<file path="config.mk">
export PLATFORM = sky130hd
export DESIGN_NAME = aes_round_sched_flat
export DESIGN_NICKNAME = d
export VERILOG_FILES = /design/src/rtl/aes_round_sched_if.sv /design/src/rtl/aes_round_sched.sv /design/src/flat_wrapper.sv
export SDC_FILE = /design/constraint.sdc
export NUM_CORES = 1
export LEC_CHECK = 0
export BUFFER_PORTS_ARGS = -buffer_cell sky130_fd_sc_hd__buf_4
export CAP_MARGIN = 0
export CORE_AREA = 4 4 349 351
export DETAILED_ROUTE_END_ITERATION = 6
export DIE_AREA = 0 0 353 355
export GPL_ROUTABILITY_DRIVEN = 0
export GPL_TIMING_DRIVEN = 1
export HOLD_SLACK_MARGIN = 0.02
export PLACE_DENSITY = 0.3
export SYNTH_ARGS = -nofsm -noshare
export SYNTH_HDL_FRONTEND = slang
export SYNTH_SLANG_ARGS = --single-unit
</file>
<file path="constraint.sdc">
create_clock -name clk -period 6.3 [get_ports clk]
set_input_delay 0.63 -clock clk [delete_from_list [all_inputs] [get_ports clk]]
set_output_delay 0.63 -clock clk [all_outputs]
set_load 0.005 [all_outputs]
</file>
<file path="src/rtl/aes_round_sched_if.sv">
// rtl/aes_round_sched_if.sv - block, round-key and datapath signals of aes_round_sched
interface aes_round_sched_if;
  logic         in_vld;
  logic         in_rdy;
  logic [127:0] in_data;
  logic         out_vld;
  logic         out_rdy;
  logic [127:0] out_data;
  logic         rk_req;
  logic [3:0]   rk_idx;
  logic         rk_vld;
  logic [127:0] rk_data;
  logic [127:0] mcsb_in;
  logic [127:0] mcsb_out;
  logic [127:0] sb_in;
  logic [127:0] sb_out;
  logic         busy;
  logic [3:0]   rnd;

  modport slave (
    input  in_vld, in_data, out_rdy, rk_vld, rk_data, mcsb_out, sb_out,
    output in_rdy, out_vld, out_data, rk_req, rk_idx, mcsb_in, sb_in, busy, rnd
  );

  modport master (
    output in_vld, in_data, out_rdy, rk_vld, rk_data, mcsb_out, sb_out,
    input  in_rdy, out_vld, out_data, rk_req, rk_idx, mcsb_in, sb_in, busy, rnd
  );
endinterface

</file>
<file path="src/rtl/aes_round_sched.sv">
// rtl/aes_round_sched.sv - AES-128 round sequencer: state register, ShiftRows, AddRoundKey
// Optional pipeline register before AddRoundKey: define AES_ROUND_REG_EN.
module aes_round_sched (
  input  logic             clk,
  input  logic             rst_n,
  aes_round_sched_if.slave bus
);

  typedef enum logic [1:0] {
    IDLE,
    KEY,
`ifdef AES_ROUND_REG_EN
    EXEC,
`endif
    DONE
  } st_t;

  st_t          st, st_nxt;
  logic [127:0] state, state_nxt;
  logic [3:0]   rnd_cnt, rnd_cnt_nxt;
  logic [127:0] sr;
  logic [127:0] rnd_res;
  logic         req;
`ifdef AES_ROUND_REG_EN
  logic [127:0] pipe, pipe_nxt;
`endif

  // Byte (row r, column c) sits at bits [127-8*(r+4c) -: 8]; row r rotates left by r columns.
  function automatic logic [127:0] shift_rows(input logic [127:0] s);
    logic [127:0] r;
    r = '0;
    for (int c = 0; c < 4; c++) begin
      for (int w = 0; w < 4; w++) begin
        r[127-8*(w+4*c) -: 8] = s[127-8*(w+4*((c+w)%4)) -: 8];
      end
    end
    return r;
  endfunction

  assign sr      = shift_rows(state);
  assign rnd_res = (rnd_cnt == 4'd10) ? bus.sb_out : bus.mcsb_out;

  always_ff @(posedge clk) begin
    if (!rst_n) begin
      st      <= IDLE;
      state   <= '0;
      rnd_cnt <= '0;
`ifdef AES_ROUND_REG_EN
      pipe    <= '0;
`endif
    end else begin
      st      <= st_nxt;
      state   <= state_nxt;
      rnd_cnt <= rnd_cnt_nxt;
`ifdef AES_ROUND_REG_EN
      pipe    <= pipe_nxt;
`endif
    end
  end

  always_comb begin
    st_nxt      = st;
    state_nxt   = state;
    rnd_cnt_nxt = rnd_cnt;
`ifdef AES_ROUND_REG_EN
    pipe_nxt    = pipe;
`endif
    case (st)
      IDLE: begin
        if (bus.in_vld) begin
          state_nxt   = bus.in_data;
          rnd_cnt_nxt = 4'd0;
          st_nxt      = KEY;
        end
      end
      KEY: begin
`ifdef AES_ROUND_REG_EN
        if (rnd_cnt != 4'd0) begin
          pipe_nxt = rnd_res;
          st_nxt   = EXEC;
        end else if (bus.rk_vld) begin
          state_nxt   = state ^ bus.rk_data;
          rnd_cnt_nxt = 4'd1;
        end
`else
        if (bus.rk_vld) begin
          state_nxt = ((rnd_cnt == 4'd0) ? state : rnd_res) ^ bus.rk_data;
          // Round 10 is the last one; the counter parks there instead of wrapping.
          if (rnd_cnt == 4'd10) st_nxt = DONE;
          else                  rnd_cnt_nxt = rnd_cnt + 4'd1;
        end
`endif
      end
`ifdef AES_ROUND_REG_EN
      EXEC: begin
        if (bus.rk_vld) begin
          state_nxt = pipe ^ bus.rk_data;
          if (rnd_cnt == 4'd10) begin
            st_nxt = DONE;
          end else begin
            rnd_cnt_nxt = rnd_cnt + 4'd1;
            st_nxt      = KEY;
          end
        end
      end
`endif
      DONE: begin
        if (bus.out_rdy) st_nxt = IDLE;
      end
      default: st_nxt = IDLE;
    endcase
  end

`ifdef AES_ROUND_REG_EN
  assign req = (st == KEY) || (st == EXEC);
`else
  assign req = (st == KEY);
`endif

  assign bus.in_rdy   = (st == IDLE);
  assign bus.busy     = (st != IDLE);
  assign bus.out_vld  = (st == DONE);
  assign bus.out_data = (st == DONE) ? state : '0;
  assign bus.rk_req   = req;
  // Gated so the index only moves on the edge that consumes a key.
  assign bus.rk_idx   = req ? rnd_cnt : 4'd0;
  assign bus.mcsb_in  = sr;
  assign bus.sb_in    = sr;
  assign bus.rnd      = rnd_cnt;

endmodule
</file>
<file path="src/flat_wrapper.sv">
// flat-port wrapper written by rule: the top's interface ports become plain ports
module aes_round_sched_flat 
  (clk, rst_n, bus_in_vld, bus_in_data, bus_out_rdy, bus_rk_vld, bus_rk_data, bus_mcsb_out, bus_sb_out, bus_in_rdy, bus_out_vld, bus_out_data, bus_rk_req, bus_rk_idx, bus_mcsb_in, bus_sb_in, bus_busy, bus_rnd);
  aes_round_sched_if bus_i ();
  input  logic clk;
  input  logic rst_n;
  input wire logic [$bits(bus_i.in_vld)-1:0] bus_in_vld;
  input wire logic [$bits(bus_i.in_data)-1:0] bus_in_data;
  input wire logic [$bits(bus_i.out_rdy)-1:0] bus_out_rdy;
  input wire logic [$bits(bus_i.rk_vld)-1:0] bus_rk_vld;
  input wire logic [$bits(bus_i.rk_data)-1:0] bus_rk_data;
  input wire logic [$bits(bus_i.mcsb_out)-1:0] bus_mcsb_out;
  input wire logic [$bits(bus_i.sb_out)-1:0] bus_sb_out;
  output wire logic [$bits(bus_i.in_rdy)-1:0] bus_in_rdy;
  output wire logic [$bits(bus_i.out_vld)-1:0] bus_out_vld;
  output wire logic [$bits(bus_i.out_data)-1:0] bus_out_data;
  output wire logic [$bits(bus_i.rk_req)-1:0] bus_rk_req;
  output wire logic [$bits(bus_i.rk_idx)-1:0] bus_rk_idx;
  output wire logic [$bits(bus_i.mcsb_in)-1:0] bus_mcsb_in;
  output wire logic [$bits(bus_i.sb_in)-1:0] bus_sb_in;
  output wire logic [$bits(bus_i.busy)-1:0] bus_busy;
  output wire logic [$bits(bus_i.rnd)-1:0] bus_rnd;
  assign bus_i.in_vld = bus_in_vld;
  assign bus_i.in_data = bus_in_data;
  assign bus_i.out_rdy = bus_out_rdy;
  assign bus_i.rk_vld = bus_rk_vld;
  assign bus_i.rk_data = bus_rk_data;
  assign bus_i.mcsb_out = bus_mcsb_out;
  assign bus_i.sb_out = bus_sb_out;
  assign bus_in_rdy = bus_i.in_rdy;
  assign bus_out_vld = bus_i.out_vld;
  assign bus_out_data = bus_i.out_data;
  assign bus_rk_req = bus_i.rk_req;
  assign bus_rk_idx = bus_i.rk_idx;
  assign bus_mcsb_in = bus_i.mcsb_in;
  assign bus_sb_in = bus_i.sb_in;
  assign bus_busy = bus_i.busy;
  assign bus_rnd = bus_i.rnd;
  aes_round_sched u_core (.clk(clk), .rst_n(rst_n), .bus(bus_i));
endmodule
</file>
# == Word level (Yosys, flattened, before mapping) ==
# Cells that the tools add are included.
# classes
n_addsub,1
n_eq_ne,8
n_mux,16
bitwise,1
n_reduce_logical,7
# op_table
operator,n
2-to-1 mux 128 bit,5
case mux 128 bit (2 select lines),1
XOR 128 bit,1
2-to-1 mux 4 bit,4
inequality test 2 bit (second input constant),5
2-to-1 mux 2 bit,4
case mux 4 bit (2 select lines),1
AND reduction 4 bit,2
case mux 2 bit (3 select lines),1
adder 4 x 1 -> 4 bit (second input constant),1
== test 4 bit (second input constant),1
zero test 4 bit,1
nonzero test 2 bit,2
AND reduction 3 bit,1
== test 2 x 1 -> 1 bit (second input constant),1
== test 2 bit (second input constant),1
zero test 2 bit,1
# totals
regBits,134
output_inout_bits,396
elab_cells,36

# == Depth between registers and ports, before layout ==
# depth
word_depth,6
depth_mapped,8

# == Worst setup path before layout ==
# Ideal clock, no wire load.
# synth_timing
path_kind,reg-to-reg
start,"register u_core.rnd_cnt[0], in the netlist u_core.bus.rnd[0]"
end,register u_core.state[98]
setup_ps,74
arrival_ps,1977
t_required_ps,6226
path_slack_ps,4249
stages_incl_launch_ff,9
path_buffers,2
synth_period_minus_slack_ps,2051
cell_sequence,dfxtp_1 > inv_1 > ha_1 > buf_6 > buf_4 > nor3b_1 > o21a_1 > or4_1 > a31oi_1
# synth_between
elab_chain_cells,6
# synth_lines
item,line_no,text
start: declaration,aes_round_sched.sv:20,"logic [3:0] rnd_cnt, rnd_cnt_nxt;"
start signal: assignment,aes_round_sched.sv:54,rnd_cnt <= rnd_cnt_nxt;
== test 4 bit,aes_round_sched.sv:41,assign rnd_res = (rnd_cnt == 4'd10) ? bus.sb_out : bus.mcsb_out;
2-to-1 mux 128 bit,aes_round_sched.sv:41,
2-to-1 mux 128 bit (*),aes_round_sched.sv:87,state_nxt = ((rnd_cnt == 4'd0) ? state : rnd_res) ^ bus.rk_data;
XOR 128 bit (*),aes_round_sched.sv:87,
2-to-1 mux 128 bit (*),aes_round_sched.sv:86,if (bus.rk_vld) begin
case mux 128 bit (2 select lines) (*),aes_round_sched.sv:68,case (st)
end signal: assignment,aes_round_sched.sv:53,state <= state_nxt;
end: declaration,aes_round_sched.sv:19,"logic [127:0] state, state_nxt;"
# Every way passes the cells marked *; elsewhere a longest branch is shown, timed or not. The select of a mux whose other input is x is not followed.
# A chain may end at the register's enable or synchronous reset.

# == Worst setup path after layout ==
# layout_timing
start,"register u_core.rnd_cnt[0], in the netlist u_core.bus.rnd[0]"
end,register u_core.state[107]
# Same word-level chain as after synthesis.

==> flow_summary.yaml <==
critical_path:
  crit_path_max_fanout: 74
  arrival_ns: 3.65
  required_ns: 6.74
  slowest_stage: "nand2_4"
  crit_chain: "inv_1 > ha_1 > nand2_4 > buf_12 > o32ai_1 > or4_1 > a31oi_1"
  startpoint_type: "register"
  endpoint_kind: "register"
  worstSetupPathType: "register to register"
  slowest_delay_ns: 0.63
die:
  core-area_mm2: 0.119
  initial_core_util: 0.122
  die_width_um: 353
  ios: 913
  fp-row-count: 127
  dieArea_mm2: 0.125
  die-height_um: 355
timing:
  timing.fmax_ghz: 0.312
  finalHoldViolations: 0
  setup_violations: 0
  slew_headroom: 0.282
  rsz0062_at_grt: "no"
  period_needed_ns: 3.21
  whs_ns: 0.383
  fin_crit_sh: 0.509
  tightest_slew_ns: 1.08
  finClkSkew_ns: 0.0224
  fin_setup_tns_ns: 0
  maxSlewViolCount: 0
outcome:
  status: "finished, final reports clean"
drt:
  drt.antenna.violating_nets: 0
  first_pass_iters: 5
  vias: 18800
  wire_per_inst_um: 25.0
  post-route-drc-count: 0
  vias_per_cell: 4.56
  dr.first_iter.drc_count: 1278
  wl_um: 103000
cells_and_area:
  nets: 3058
  drive_gt1_frac: 0.381
  regArea_mm2: 0.00269
  nFillCells: 13300
  multiInputGateArea_mm2: 0.00991
  final_cells: 4116
  syn2layout_area_growth_pct: 53.5
grt:
  grt_overflow_total: 0
  first_global_vias: 18400
  track_usage: 0.154
  antenna_found_initial: 21
  grt_max_degree: 177
  grt_pass1_wl_um: 142000
pwr:
  cellLeakagePower_nw: 8.93
  power_frac_comb: 0.362
  power_density_mw_per_mm2: 156
  p_sw_frac: 0.370
  pwr-share-clk: 0.314
  p_sw_mw: 1.29
  p_int_mw: 2.19
  power_frac_seq: 0.324
  ir_drop_v: 0.000239
yosys:
  synth-edff-count: 0
  synth_nets: 2433
  synthDistinctLibCells: 34
  synth_seq_cells: 134
  synth_area_mm2: 0.0145
  synthFlopType: "dfxtp_1"
  async_flop_share: 0
  syn_avg_cell_area_um2: 7.59
  yosysSeqAreaShare: 0.185
  ys_warn_count: 0
  synthCells: 1913
clock_network:
  htree_levels: 4
  postCtsSetupBuffers: 0
  clk_path_buf_depth: 2
  cts_tree: "done"
  post_cts_resized: 0
  clk_latency_ns: 0.53
  cts_root_buf: "clkbuf_16"
  cts_buffers: 17
  hold_buffers: 0
  cts_sinks: 134
  clkTransAtPathRegs_ns: 0.08
min_path:
  hold_class: "input pin to register"
run:
  drv_cap: 0
placement:
  placedCellCount: 4067
  detailed_place_hpwl_um: 74900
  portBuffers: 912
-- worst paths after layout --
kind	from	end	slack, ns	depth (start not counted)
worst max-delay path	u_core.bus.rnd[0]	u_core.state[107]	3.09	7
worst min-delay path	bus_rk_data[4]	u_core.state[4]	0.38	3
worst max register to register	u_core.bus.rnd[0]	u_core.state[107]	3.09	7
worst min register to register	u_core.bus.rnd[0]	u_core.bus.rnd[0]	0.56	2
-- worst max-delay path, delay by kind of cell (launching register included) --
kind	cells	cell delay, ns
flops	1	0.42
simple gates	2	1.09
compound gates	2	0.39
buf+inv	2	0.53
fa+ha+maj	1	0.29
-- layout make-up --
cell class	count	area share
timing repair buffer	934	0.320
tap	1548	0.0869
antenna	17	0.00191
clock inverter	7	0.00196
sequential	134	0.121
multi-input combinational	1445	0.445
clock buffer	25	0.0227
inverter	6	0.00124
-- cells in the final DEF (no fill, tap or decap), drive strengths merged, types with 7 or more instances in the layout --
cell type  netlist  final
or4            128    128
clkbuf         123     25
o21a           129    129
a31oi          128    128
dfxtp          134    134
nor2b          130    130
o31ai          130    130
nor3b          128    128
o32ai          128    128
o221ai         128    128
and2           129    129
buf            205    934
inv              6      7
a21oi          128    128
diode            0     17
nor2           137    137
-- power groups by stage --
| stage | Sequential (mW) | Clock (mW) | Combinational (mW) |
|---|---|---|---|
| finish | 1.13 | 1.09 | 1.26 |
| global route | 1.15 | 1.17 | 1.37 |
| CTS | 1.13 | 1.16 | 1.27 |
| detailed placement | 1.15 | 0 | 1.27 |
| global placement | 1.14 | 0 | 1.26 |
| floorplan | 1.05 | 0 | 0.669 |
-- per-layer routing --
| layer | track usage | up-vias | part of all wire |
|---|---|---|---|
| met5 | 0 | - | 0.00022 |
| li1 | - | 8695 | - |
| met1 | 0.181 | 9251 | 0.40 |
| met4 | 0.0411 | 4 | 0.015 |
| met3 | 0.0400 | 63 | 0.066 |
| met2 | 0.277 | 755 | 0.52 |
-- cells by family (layout without fill, tap and decap cells) --
group / after synthesis / in the layout / synth area share
flops: 134 / 134 / 0.185
fa+ha+maj: 3 / 3 / 0.00259
buf+inv: 334 / 972 / 0.136
xor+xnor: 2 / 2 / 0.00121
compound gates: 773 / 773 / 0.389
mux: 1 / 1 / 0.000690
other cells: 0 / 17 / 0
simple gates: 666 / 666 / 0.286
-- through the flow --
stage / instance area (µm²) / power [mW] / setup slack [ns] / util
3_5_place_dp: 21700 / 2.42 / 3.20 / 0.182
4_1_cts: 22200 / 3.56 / 3.18 / 0.187
3_3_place_gp: 21700 / 2.40 / 3.28 / 0.182
6_report: 22300 / 3.48 / 3.09 / 0.187
5_1_grt: 22300 / 3.68 / 2.99 / 0.187
2_1_floorplan: 14500 / 1.72 / 4.25 / -
-- flip-flops by register name, indices dropped and copies added (netlist names) --
register and count:
u_core.st 2, u_core.bus.rnd 4, u_core.state 128
-- synth_stat cells, drive strengths merged (2+ instances only) --
master / n / area [µm²]
ha: 3 / 37.5
inv: 6 / 22.5
o221ai: 128 / 1120
nor3b: 128 / 961
o21a: 129 / 968
xnor2: 2 / 17.5
a21oi: 128 / 641
o32ai: 128 / 1120
clkbuf: 123 / 462
or4: 128 / 961
dfxtp: 134 / 2680
a21boi: 2 / 15.0
and2: 129 / 807
nand2: 4 / 15.0
buf: 205 / 1490
o31ai: 130 / 976
nor2: 137 / 514
nor2b: 130 / 813
a31oi: 128 / 801
Note: power is estimated with default switching activity, not from simulation.
